==> config.mk <==
export PLATFORM = sky130hd
export DESIGN_NAME = float_div_iter
export DESIGN_NICKNAME = d
export VERILOG_FILES = /design/src/rtl/float_div_iter.sv
export SDC_FILE = /design/constraint.sdc
export NUM_CORES = 1
export LEC_CHECK = 0
export CAP_MARGIN = 20
export CORE_AREA = 10 10 135 137
export CTS_CLUSTER_SIZE = 40
export DETAILED_ROUTE_END_ITERATION = 7
export DIE_AREA = 0 0 145 147
export HOLD_SLACK_MARGIN = 0.08
export PLACE_DENSITY_LB_ADDON = 0.3
export SLEW_MARGIN = 40
export SYNTH_ARGS = -nofsm -noshare
export SYNTH_HDL_FRONTEND = slang
export SYNTH_SLANG_ARGS = --single-unit
export TNS_END_PERCENT = 50
==> constraint.sdc <==
create_clock -name clk -period 5.6 [get_ports clk]
set_clock_uncertainty 0.1 [all_clocks]
set_input_delay 1.12 -clock clk [delete_from_list [all_inputs] [get_ports clk]]
set_output_delay 1.12 -clock clk [all_outputs]
set_load 0.01 [all_outputs]
==> src/rtl/float_div_iter.sv <==
// float_div_iter: iterative IEEE-754 single-precision divider.
// Radix-2 restoring divide, one quotient bit per cycle (24 + guard + round),
// round to nearest / ties to even, valid/ready handshake on both sides.
// Optional build macro FDIV_SUBNORMAL_EN: when defined, subnormal operands are
// normalized in a NORM state and tiny results are denormalized with gradual
// underflow; when undefined, subnormal inputs read as zero and tiny results
// flush to signed zero.
module float_div_iter (
    input  logic        clk,
    input  logic        clrn,
    input  logic        in_valid,
    output logic        in_ready,
    input  logic [31:0] a,
    input  logic [31:0] b,
    output logic        out_valid,
    input  logic        out_ready,
    output logic [31:0] q,
    output logic [4:0]  flags
);

    typedef enum logic [2:0] {
        IDLE  = 3'd0,
`ifdef FDIV_SUBNORMAL_EN
        NORM  = 3'd1,
`endif
        DIV   = 3'd2,
        ROUND = 3'd3,
        DONE  = 3'd4
    } state_t;

    localparam logic [4:0] LAST_ITER = 5'd25;

    state_t state, next_state;

    // Datapath state
    logic               sign_r;
    logic signed [9:0]  exp_r;
    logic [23:0]        mb_r;
    logic [25:0]        rem_r;
    logic [25:0]        quo_r;
    logic [4:0]         cnt_r;
`ifdef FDIV_SUBNORMAL_EN
    logic [23:0]        ma_r;
`endif

    // Operand decode
    logic        sign_in;
    logic [7:0]  ea, eb;
    logic [22:0] fa, fb;
    logic        a_nan, b_nan, a_inf, b_inf, a_zero, b_zero, special;
    logic [31:0] spec_q;
    logic [4:0]  spec_flags;
    logic [23:0] ma_in, mb_in;
    logic [9:0]  exp_in;

    // Divide step
    logic        ge;
    logic [25:0] rem_sel, rem_n;

    // Rounding
    logic        sticky, g, r, rup, inexact;
    logic [23:0] mant;
    logic [24:0] sum;
    logic [22:0] mant_post;
    logic signed [9:0] e_post;
    logic [31:0] res_q;
    logic [4:0]  res_flags;

    // Registered-output next values
    logic [31:0] q_d;
    logic [4:0]  flags_d;
    logic        out_valid_d, in_ready_d;

    // Dividend pre-shift so the quotient always lands in [1,2)
    function automatic logic [25:0] pre_rem(input logic [23:0] ma, input logic [23:0] mb);
        return (ma < mb) ? {1'b0, ma, 1'b0} : {2'b00, ma};
    endfunction

`ifdef FDIV_SUBNORMAL_EN
    logic [4:0]  lza, lzb;
    logic [23:0] ma_n, mb_n;
    logic [9:0]  exp_n;
    logic [9:0]  sh;
    logic [25:0] v;
    logic        st, g_s, r_s, rup_s, nx_s;
    logic [23:0] sum_s;

    function automatic logic [4:0] lzc24(input logic [23:0] m);
        logic [4:0] n;
        logic       found;
        n     = '0;
        found = 1'b0;
        for (int unsigned i = 0; i < 24; i++) begin
            if (!found) begin
                if (m[23 - i]) found = 1'b1;
                else           n = n + 5'd1;
            end
        end
        return n;
    endfunction

    // Left-normalize stored mantissas and fold the shift into the exponent
    always_comb begin
        lza   = lzc24(ma_r);
        lzb   = lzc24(mb_r);
        ma_n  = ma_r << lza;
        mb_n  = mb_r << lzb;
        exp_n = exp_r - {5'd0, lza} + {5'd0, lzb};
    end
`endif

    // Classify operands and resolve the special-operand result
    always_comb begin
        sign_in = a[31] ^ b[31];
        ea = a[30:23];
        eb = b[30:23];
        fa = a[22:0];
        fb = b[22:0];
        a_nan = (ea == 8'hff) && (fa != '0);
        b_nan = (eb == 8'hff) && (fb != '0);
        a_inf = (ea == 8'hff) && (fa == '0);
        b_inf = (eb == 8'hff) && (fb == '0);
`ifdef FDIV_SUBNORMAL_EN
        a_zero = (ea == '0) && (fa == '0);
        b_zero = (eb == '0) && (fb == '0);
        ma_in  = {ea != '0, fa};
        mb_in  = {eb != '0, fb};
        exp_in = {2'b00, (ea == '0) ? 8'd1 : ea} - {2'b00, (eb == '0) ? 8'd1 : eb} + 10'd127;
`else
        a_zero = (ea == '0);
        b_zero = (eb == '0);
        ma_in  = {1'b1, fa};
        mb_in  = {1'b1, fb};
        exp_in = {2'b00, ea} - {2'b00, eb} + 10'd127;
`endif
        special    = a_nan | b_nan | a_inf | b_inf | a_zero | b_zero;
        spec_q     = '0;
        spec_flags = '0;
        if (a_nan) begin
            spec_q = {sign_in, 8'hff, 1'b1, fa[21:0]};
        end else if (b_nan) begin
            spec_q = {sign_in, 8'hff, 1'b1, fb[21:0]};
        end else if ((a_zero && b_zero) || (a_inf && b_inf)) begin
            spec_q     = 32'h7FC00000;
            spec_flags = 5'b10000;
        end else if (a_inf) begin
            spec_q = {sign_in, 8'hff, 23'd0};
        end else if (b_zero) begin
            spec_q     = {sign_in, 8'hff, 23'd0};
            spec_flags = 5'b01000;
        end else begin
            spec_q = {sign_in, 31'd0};
        end
    end

    // One restoring-divide step
    always_comb begin
        ge      = (rem_r >= {2'b00, mb_r});
        rem_sel = ge ? (rem_r - {2'b00, mb_r}) : rem_r;
        rem_n   = rem_sel << 1;
    end

    // Round the finished quotient and pack the result
    always_comb begin
        sticky    = (rem_r != '0);
        mant      = quo_r[25:2];
        g         = quo_r[1];
        r         = quo_r[0];
        inexact   = g | r | sticky;
        rup       = g & (r | sticky | mant[0]);
        sum       = {1'b0, mant} + {24'd0, rup};
        e_post    = sum[24] ? (exp_r + 10'sd1) : exp_r;
        mant_post = sum[24] ? sum[23:1] : sum[22:0];
        res_q     = '0;
        res_flags = '0;
`ifdef FDIV_SUBNORMAL_EN
        // Denormalize the full quotient first so guard/round/sticky are taken
        // at the subnormal LSB, then round once.
        sh = 10'd1 - exp_r;
        v  = quo_r;
        st = sticky;
        for (int unsigned i = 0; i < 27; i++) begin
            if (10'(i) < sh) begin
                st = st | v[0];
                v  = v >> 1;
            end
        end
        g_s   = v[1];
        r_s   = v[0];
        rup_s = g_s & (r_s | st | v[2]);
        nx_s  = g_s | r_s | st;
        sum_s = v[25:2] + {23'd0, rup_s};
`endif
        if (exp_r <= 10'sd0) begin
`ifdef FDIV_SUBNORMAL_EN
            res_q     = {sign_r, 7'd0, sum_s[23], sum_s[22:0]};
            res_flags = {3'b000, nx_s, nx_s};
`else
            res_q     = {sign_r, 31'd0};
            res_flags = 5'b00011;
`endif
        end else if (e_post >= 10'sd255) begin
            res_q     = {sign_r, 8'hff, 23'd0};
            res_flags = 5'b00101;
        end else begin
            res_q     = {sign_r, e_post[7:0], mant_post};
            res_flags = {4'b0000, inexact};
        end
    end

    // State register
    always_ff @(posedge clk or negedge clrn) begin
        if (!clrn) state <= IDLE;
        else       state <= next_state;
    end

    // Next-state logic
    always_comb begin
        next_state = state;
        case (state)
            IDLE: begin
                if (in_valid) begin
                    if (special) next_state = DONE;
`ifdef FDIV_SUBNORMAL_EN
                    else         next_state = NORM;
`else
                    else         next_state = DIV;
`endif
                end
            end
`ifdef FDIV_SUBNORMAL_EN
            NORM:    next_state = DIV;
`endif
            DIV:     if (cnt_r == LAST_ITER) next_state = ROUND;
            ROUND:   next_state = DONE;
            DONE:    if (out_valid && out_ready) next_state = IDLE;
            default: next_state = IDLE;
        endcase
    end

    // Output next values; special results land in q at acceptance and
    // out_valid follows one cycle later so their latency is one cycle.
    always_comb begin
        q_d         = q;
        flags_d     = flags;
        out_valid_d = out_valid;
        case (state)
            IDLE: begin
                if (in_valid && special) begin
                    q_d     = spec_q;
                    flags_d = spec_flags;
                end
            end
            ROUND: begin
                q_d         = res_q;
                flags_d     = res_flags;
                out_valid_d = 1'b1;
            end
            DONE: begin
                if (!out_valid)    out_valid_d = 1'b1;
                else if (out_ready) out_valid_d = 1'b0;
            end
            default: ;
        endcase
        in_ready_d = (next_state == IDLE);
    end

    // Output registers
    always_ff @(posedge clk or negedge clrn) begin
        if (!clrn) begin
            q         <= '0;
            flags     <= '0;
            out_valid <= 1'b0;
            in_ready  <= 1'b1;
        end else begin
            q         <= q_d;
            flags     <= flags_d;
            out_valid <= out_valid_d;
            in_ready  <= in_ready_d;
        end
    end

    // Operand capture, normalization and divide iterations
    always_ff @(posedge clk or negedge clrn) begin
        if (!clrn) begin
            sign_r <= 1'b0;
            exp_r  <= '0;
            mb_r   <= '0;
            rem_r  <= '0;
            quo_r  <= '0;
            cnt_r  <= '0;
`ifdef FDIV_SUBNORMAL_EN
            ma_r   <= '0;
`endif
        end else begin
            case (state)
                IDLE: begin
                    if (in_valid) begin
                        sign_r <= sign_in;
                        quo_r  <= '0;
                        cnt_r  <= '0;
                        mb_r   <= mb_in;
`ifdef FDIV_SUBNORMAL_EN
                        ma_r   <= ma_in;
                        exp_r  <= exp_in;
`else
                        rem_r  <= pre_rem(ma_in, mb_in);
                        exp_r  <= exp_in - {9'd0, (ma_in < mb_in)};
`endif
                    end
                end
`ifdef FDIV_SUBNORMAL_EN
                NORM: begin
                    mb_r  <= mb_n;
                    rem_r <= pre_rem(ma_n, mb_n);
                    exp_r <= exp_n - {9'd0, (ma_n < mb_n)};
                end
`endif
                DIV: begin
                    rem_r <= rem_n;
                    quo_r <= {quo_r[24:0], ge};
                    cnt_r <= (cnt_r == LAST_ITER) ? '0 : cnt_r + 5'd1;
                end
                default: ;
            endcase
        end
    end

endmodule

Yosys cells after proc, flatten, opt, wreduce, memory -nomap -nowiden
Index checks and enable logic that the tools add are counted.
{"block": "word_totals", "reg_bits": 134, "input_bits": 68, "output_inout_bits": 39, "wordCells": 102}
{"block": "classes", "magnitude_cmp": 4, "eq_ne": 8, "addsub": 7, "mux": 37, "n_reduce_logical": 24, "n_bitwise": 11}
{"cell": "$mux 32", "count": 4}
{"cell": "$mux 31", "count": 4}
{"cell": "$pmux 26 s2", "count": 2}
{"cell": "$pmux 32 s2", "count": 1}
{"cell": "$mux 26", "count": 2}
{"cell": "$mux 25", "count": 2}
{"cell": "$logic_not 23->1", "count": 2}
{"cell": "$reduce_bool 23->1", "count": 2}
{"cell": "$mux 5", "count": 6}
{"cell": "$ge 26x24->1", "count": 1}
{"cell": "$reduce_bool 26->1", "count": 1}
{"cell": "$add 24x1->25", "count": 1}
{"cell": "$sub 25x24->25", "count": 1}
{"cell": "$lt 24x24->1", "count": 1}
{"cell": "$mux 23", "count": 1}
{"cell": "$pmux 5 s2", "count": 2}
{"cell": "$mux 3", "count": 6}
{"cell": "$eq 8x8->1 const B", "count": 2}
{"cell": "$logic_not 8->1", "count": 2}
{"cell": "$pmux 3 s4", "count": 1}
{"cell": "$add 10x2->10 const B", "count": 1}
{"cell": "$add 9x8->10 const B", "count": 1}
{"cell": "$ge 10x9->1 const B", "count": 1}
{"cell": "$le 10x1->1 const B", "count": 1}
{"cell": "19 further kinds", "count": 43}

Logic depth before layout (Yosys ltp)
{"block": "depth", "ltp_word": 11, "depth_mapped": 20}

Worst setup path after synthesis
OpenSTA, ideal clock, no wires.
{"block": "synth_timing", "path_type": "in2reg", "startpoint": "input port b[9]", "endpoint": "register exp_r[9]", "n_path_buf": 1, "t_arrival_ps": 4575, "required_time_ps": 5435, "setup_slack_ps": 860, "stages": 20, "cell_sequence": "inv_1 ha_1 a21oi_1 o21ai_0 a221o_1 a21o_1 a21oi_2 clkbuf_1 inv_1 ha_1 ha_1 inv_1 fa_1 nor2b_1 o21ai_0 nand2b_1 a21o_1 a21o_1 a2111oi_0 a21o_1"}
{"block": "synth_between", "elab_chain_cells": 2}
{"item": "start: declaration", "line": "14", "source": "input logic [31:0] b,"}
{"item": "$lt 24x24->1", "line": "308", "source": "exp_r <= exp_in - {9'd0, (ma_in < mb_in)};"}
{"item": "$sub 10x1->10", "line": "308"}
{"item": "end signal: assignment", "line": "308"}
{"item": "end: declaration", "line": "37", "source": "logic signed [9:0] exp_r;"}
No other way between the ends.
A chain may end at the register's enable or synchronous reset.

Worst setup path after layout
{"block": "layout_timing", "startpoint": "input port b[11]", "endpoint": "register exp_r[9]"}
Same word-level chain as after synthesis.

==> impl_summary.txt <==
----------------------------------------------------
[Setup path]
  Worst Setup Start Kind ... input port
  Reg2reg start ... quo_r[2]
  FF-to-FF setup slack ... 2.22 ns
  CP max-delay cell ... clkdlybuf4s50_1
  Capture instance of the worst register-to-register path ... q[22]
  Endpoint kind of the worst setup timing path ... flip-flop
  WS Path Type ... in2reg
  Endpoint arrival time on the critical path ... 5.16 ns
  Critical path fanouts, max ... 4
  Biggest cell delay along the critical path ... 0.58 ns
  FF-to-FF path depth ... 11
  Critical path data required time ... 5.87 ns
  Most repeated library cell on the critical path ... a21o_1
  Series of cell instances along the critical path ... clkdlybuf4s50_1, inv_1, ha_1, a21oi_1, o21ai_0, a221o_1, a21o_1, a21oi_2, inv_1, ha_1, ha_1, inv_1, fa_1, nor2b_1, o21ai_0, nand2b_1, a21o_1, a21o_1, a2111oi_0, a21o_1

[Logic synthesis]
  Avg Inst Size Synth ... 8.77 um^2
  Number of different library cells in the post-synthesis netlist ... 76
  Leading area contributor after synthesis ... dfrtp_1
  Combined area of all synthesized cells ... 9440 um^2
  Share of async-settable or async-resettable flops after synthesis ... 1.00
  Number of instances in the synthesized netlist ... 1,077
  Portion of synthesized cell area occupied by the leading cell type ... 0.353
  Synthesized Nets ... 1,215
  EDFF count, synth ... 0
  Leading register cell type out of synthesis ... dfrtp_1
  Total of warnings raised by yosys ... 0
  Sequential area share after synthesis ... 0.355
  Register bit total from synthesis ... 134
  Top area cells in the synthesized netlist ... dfrtp_1 35%, ha_1 8.9%, nand2_1 4.9%

[Floorplan]
  Number of ports placed on the die boundary ... 107
  Die footprint ... 21,300 um^2
  Starting density of the core ... 0.605
  Overall die height ... 147 um
  Number of placement rows ... 46
  Core footprint ... 15,600 um^2
  Die Width ... 145 um

[Clock tree]
  Clock latency on the worst-skew pair ... 0.43 ns
  Number of hold buffers added after CTS ... 0
  Root buffer cell ... clkbuf_16
  Post-CTS Setup Bufs ... 0
  Maximum root-to-sink buffer count ... 2
  Number of buffers created by CTS ... 17
  H-tree depth ... 4
  Number of cells upsized or downsized after cts ... 0
  Sink count of the clock tree ... 134
  Clock transition at the registers of the reported paths ... 0.06 ns
  Clock tree from TritonCTS ... yes

[Cells and area]
  Final net count ... 1,304
  Fraction of final layout cells with drive strength greater than 1 ... 0.0899
  Most frequent standard cell in the layout excluding fill and tap cells ... dfrtp_1
  Number of diodes ... 0
  Post-synthesis to final-layout area growth ... 20.9%
  Sequential cell area ... 3350 um^2
  Most frequent cells in the layout ... 133 x dfrtp_1, 121 x nand2_1, 105 x clkdlybuf4s50_1
  Fill cells ... 1,158
  Combined area of the multi-input logic cells ... 5620 um^2

[STA]
  Post-layout minimum cycle time ... 4.90 ns
  Setup TNS Final ... 0 ns
  Number of slew-limit violations in the final report ... 0
  Relative slew margins ... 0.491
  Final setup vio count ... 0
  Worst Max-Slew Pin Slew ... 0.762 ns
  Highest clock frequency the design can meet ... 204 MHz
  Unrepaired setup endpoints after global routing ... no
  Hold Fails Final Rpt ... 0
  Part of the cycle the worst path needs ... 0.875

[Global route]
  Grt total ovfl ... 0
  Vias in the first global route ... 8,851
  Antenna violations before repair ... 0
  Overall fraction of global-route tracks in use ... 0.260
  Largest net degree at the start of global routing ... 98
  Wire length of the first global-routing pass ... 45.6 mm

[Route]
  Number of vias in the routed layout ... 8,797
  Wire length per cell ... 20.2 um
  Routed via count divided by cell count ... 6.31
  Count of TritonRoute iterations in the first routing pass ... 6
  Initial DRC count ... 875
  Post-Route WL ... 28.1 mm
  DRC viols ... 0
  DRT antenna net count ... 0

[Run]
  Number of max-capacitance violations reported ... 0

[Pwr]
  Worst supply voltage drop on vdd ... 0.367 mV
  Static Leakage ... 5.17 nW
  Pwr per Cell Area ... 581 nW/um^2
  Total Power Consumption ... 6.62 mW

[Placement]
  Post-detail-place hpwl ... 20.4 mm
  # port buffers ... 106
  Routability congestion estimate from global placement ... 0.910

[Worst hold path]
  Worst min-delay path class ... reg2reg
  Min-Delay Path Depth ... 2
  Worst Hold End ... mb_r[23]
  Hold path startpoint ... mb_r[23]

[Run status]
  Run status ... complete, no violations

----------------------------------------------------
-- per-stage QoR --
| step | setup slack (ns) | area, um^2 | util | hold WS [ns] | cells |
|---|---|---|---|---|---|
| floorplan | 0.860 | 9440 | - | 0.318 | 1077 |
| global placement | 0.484 | 10700 | 0.685 | 0.334 | 1361 |
| detailed placement | 0.321 | 10700 | 0.687 | 0.342 | 1363 |
| CTS | 0.748 | 11400 | 0.732 | 0.355 | 1395 |
| global route | 0.562 | 11400 | 0.732 | 0.377 | 1395 |
| finish | 0.701 | 11400 | 0.732 | 0.356 | 1395 |
-- worst max-delay path by stage --
| stage | cells past startpoint | end | startpoint |
|---|---|---|---|
| floorplan | 20 | exp_r[9] | b[9] |
| global placement | 20 | exp_r[9] | b[11] |
| detailed placement | 20 | exp_r[9] | b[11] |
| CTS | 20 | exp_r[9] | b[11] |
| global route | 20 | exp_r[9] | b[11] |
| finish | 20 | exp_r[9] | b[11] |
-- final cells by class --
| cell class | instances | share of cell area |
|---|---|---|
| Multi-Input combinational cell | 817 | 0.493 |
| Sequential cell | 134 | 0.294 |
| Timing Repair Buffer | 121 | 0.104 |
| Clock buffer | 19 | 0.0397 |
| Inverter | 75 | 0.0247 |
| Tap cell | 216 | 0.0237 |
| Clock inverter | 13 | 0.0211 |
-- cells by family (layout without fill, tap and decap cells) --
kind of cell | count (synthesis) | after routing | synth area share
xor+xnor | 59 | 59 | 0.0547
buf+inv | 126 | 228 | 0.0531
mux | 42 | 42 | 0.0469
simple gates | 323 | 323 | 0.172
fa+ha+maj | 70 | 70 | 0.0951
flops | 134 | 134 | 0.355
compound gates | 323 | 323 | 0.223
-- per-layer routing --
layer	vias up	share of wire	track usage
met5	-	0	0
met4	0	0.039	0.109
met3	83	0.076	0.0593
met2	427	0.49	0.436
met1	4174	0.40	0.314
li1	4113	-	-
-- sequential cells by signal, indices dropped and copies added, names as in the netlist --
register	flops
cnt_r	5
exp_r	10
flags	5
in_ready	1
mb_r	24
out_valid	1
q	32
quo_r	26
rem_r	26
sign_r	1
state	3
-- Yosys cell counts, types with 9 or more instances --
library cell / count
a22o_1: 22
dfrtp_1: 133
a21oi_1: 83
ha_1: 67
nor4_1: 23
o22ai_1: 19
nand3_1: 22
a221o_1: 9
o21ai_0: 87
clkbuf_1: 36
xnor2_1: 31
mux2i_1: 24
a31oi_1: 15
nor2_1: 46
and3_1: 15
buf_2: 11
inv_1: 75
mux2_2: 18
a21o_1: 27
nand2_1: 122
nand4_1: 17
xor2_1: 28
nor3_1: 28
-- critical path: cells and delay by family --
kind	cells	cell delay (ns)
compound gates	10	2.10
fa+ha+maj	4	0.91
buf+inv	4	0.86
simple gates	2	0.16
-- where the power goes --
part	total, mW	internal, mW	switching [mW]
Clock	1.32	0.866	0.459
Combinational	3.48	1.59	1.90
Sequential	1.82	1.40	0.416
Total	6.62	3.85	2.77
Power figures use the tool's default switching activity.
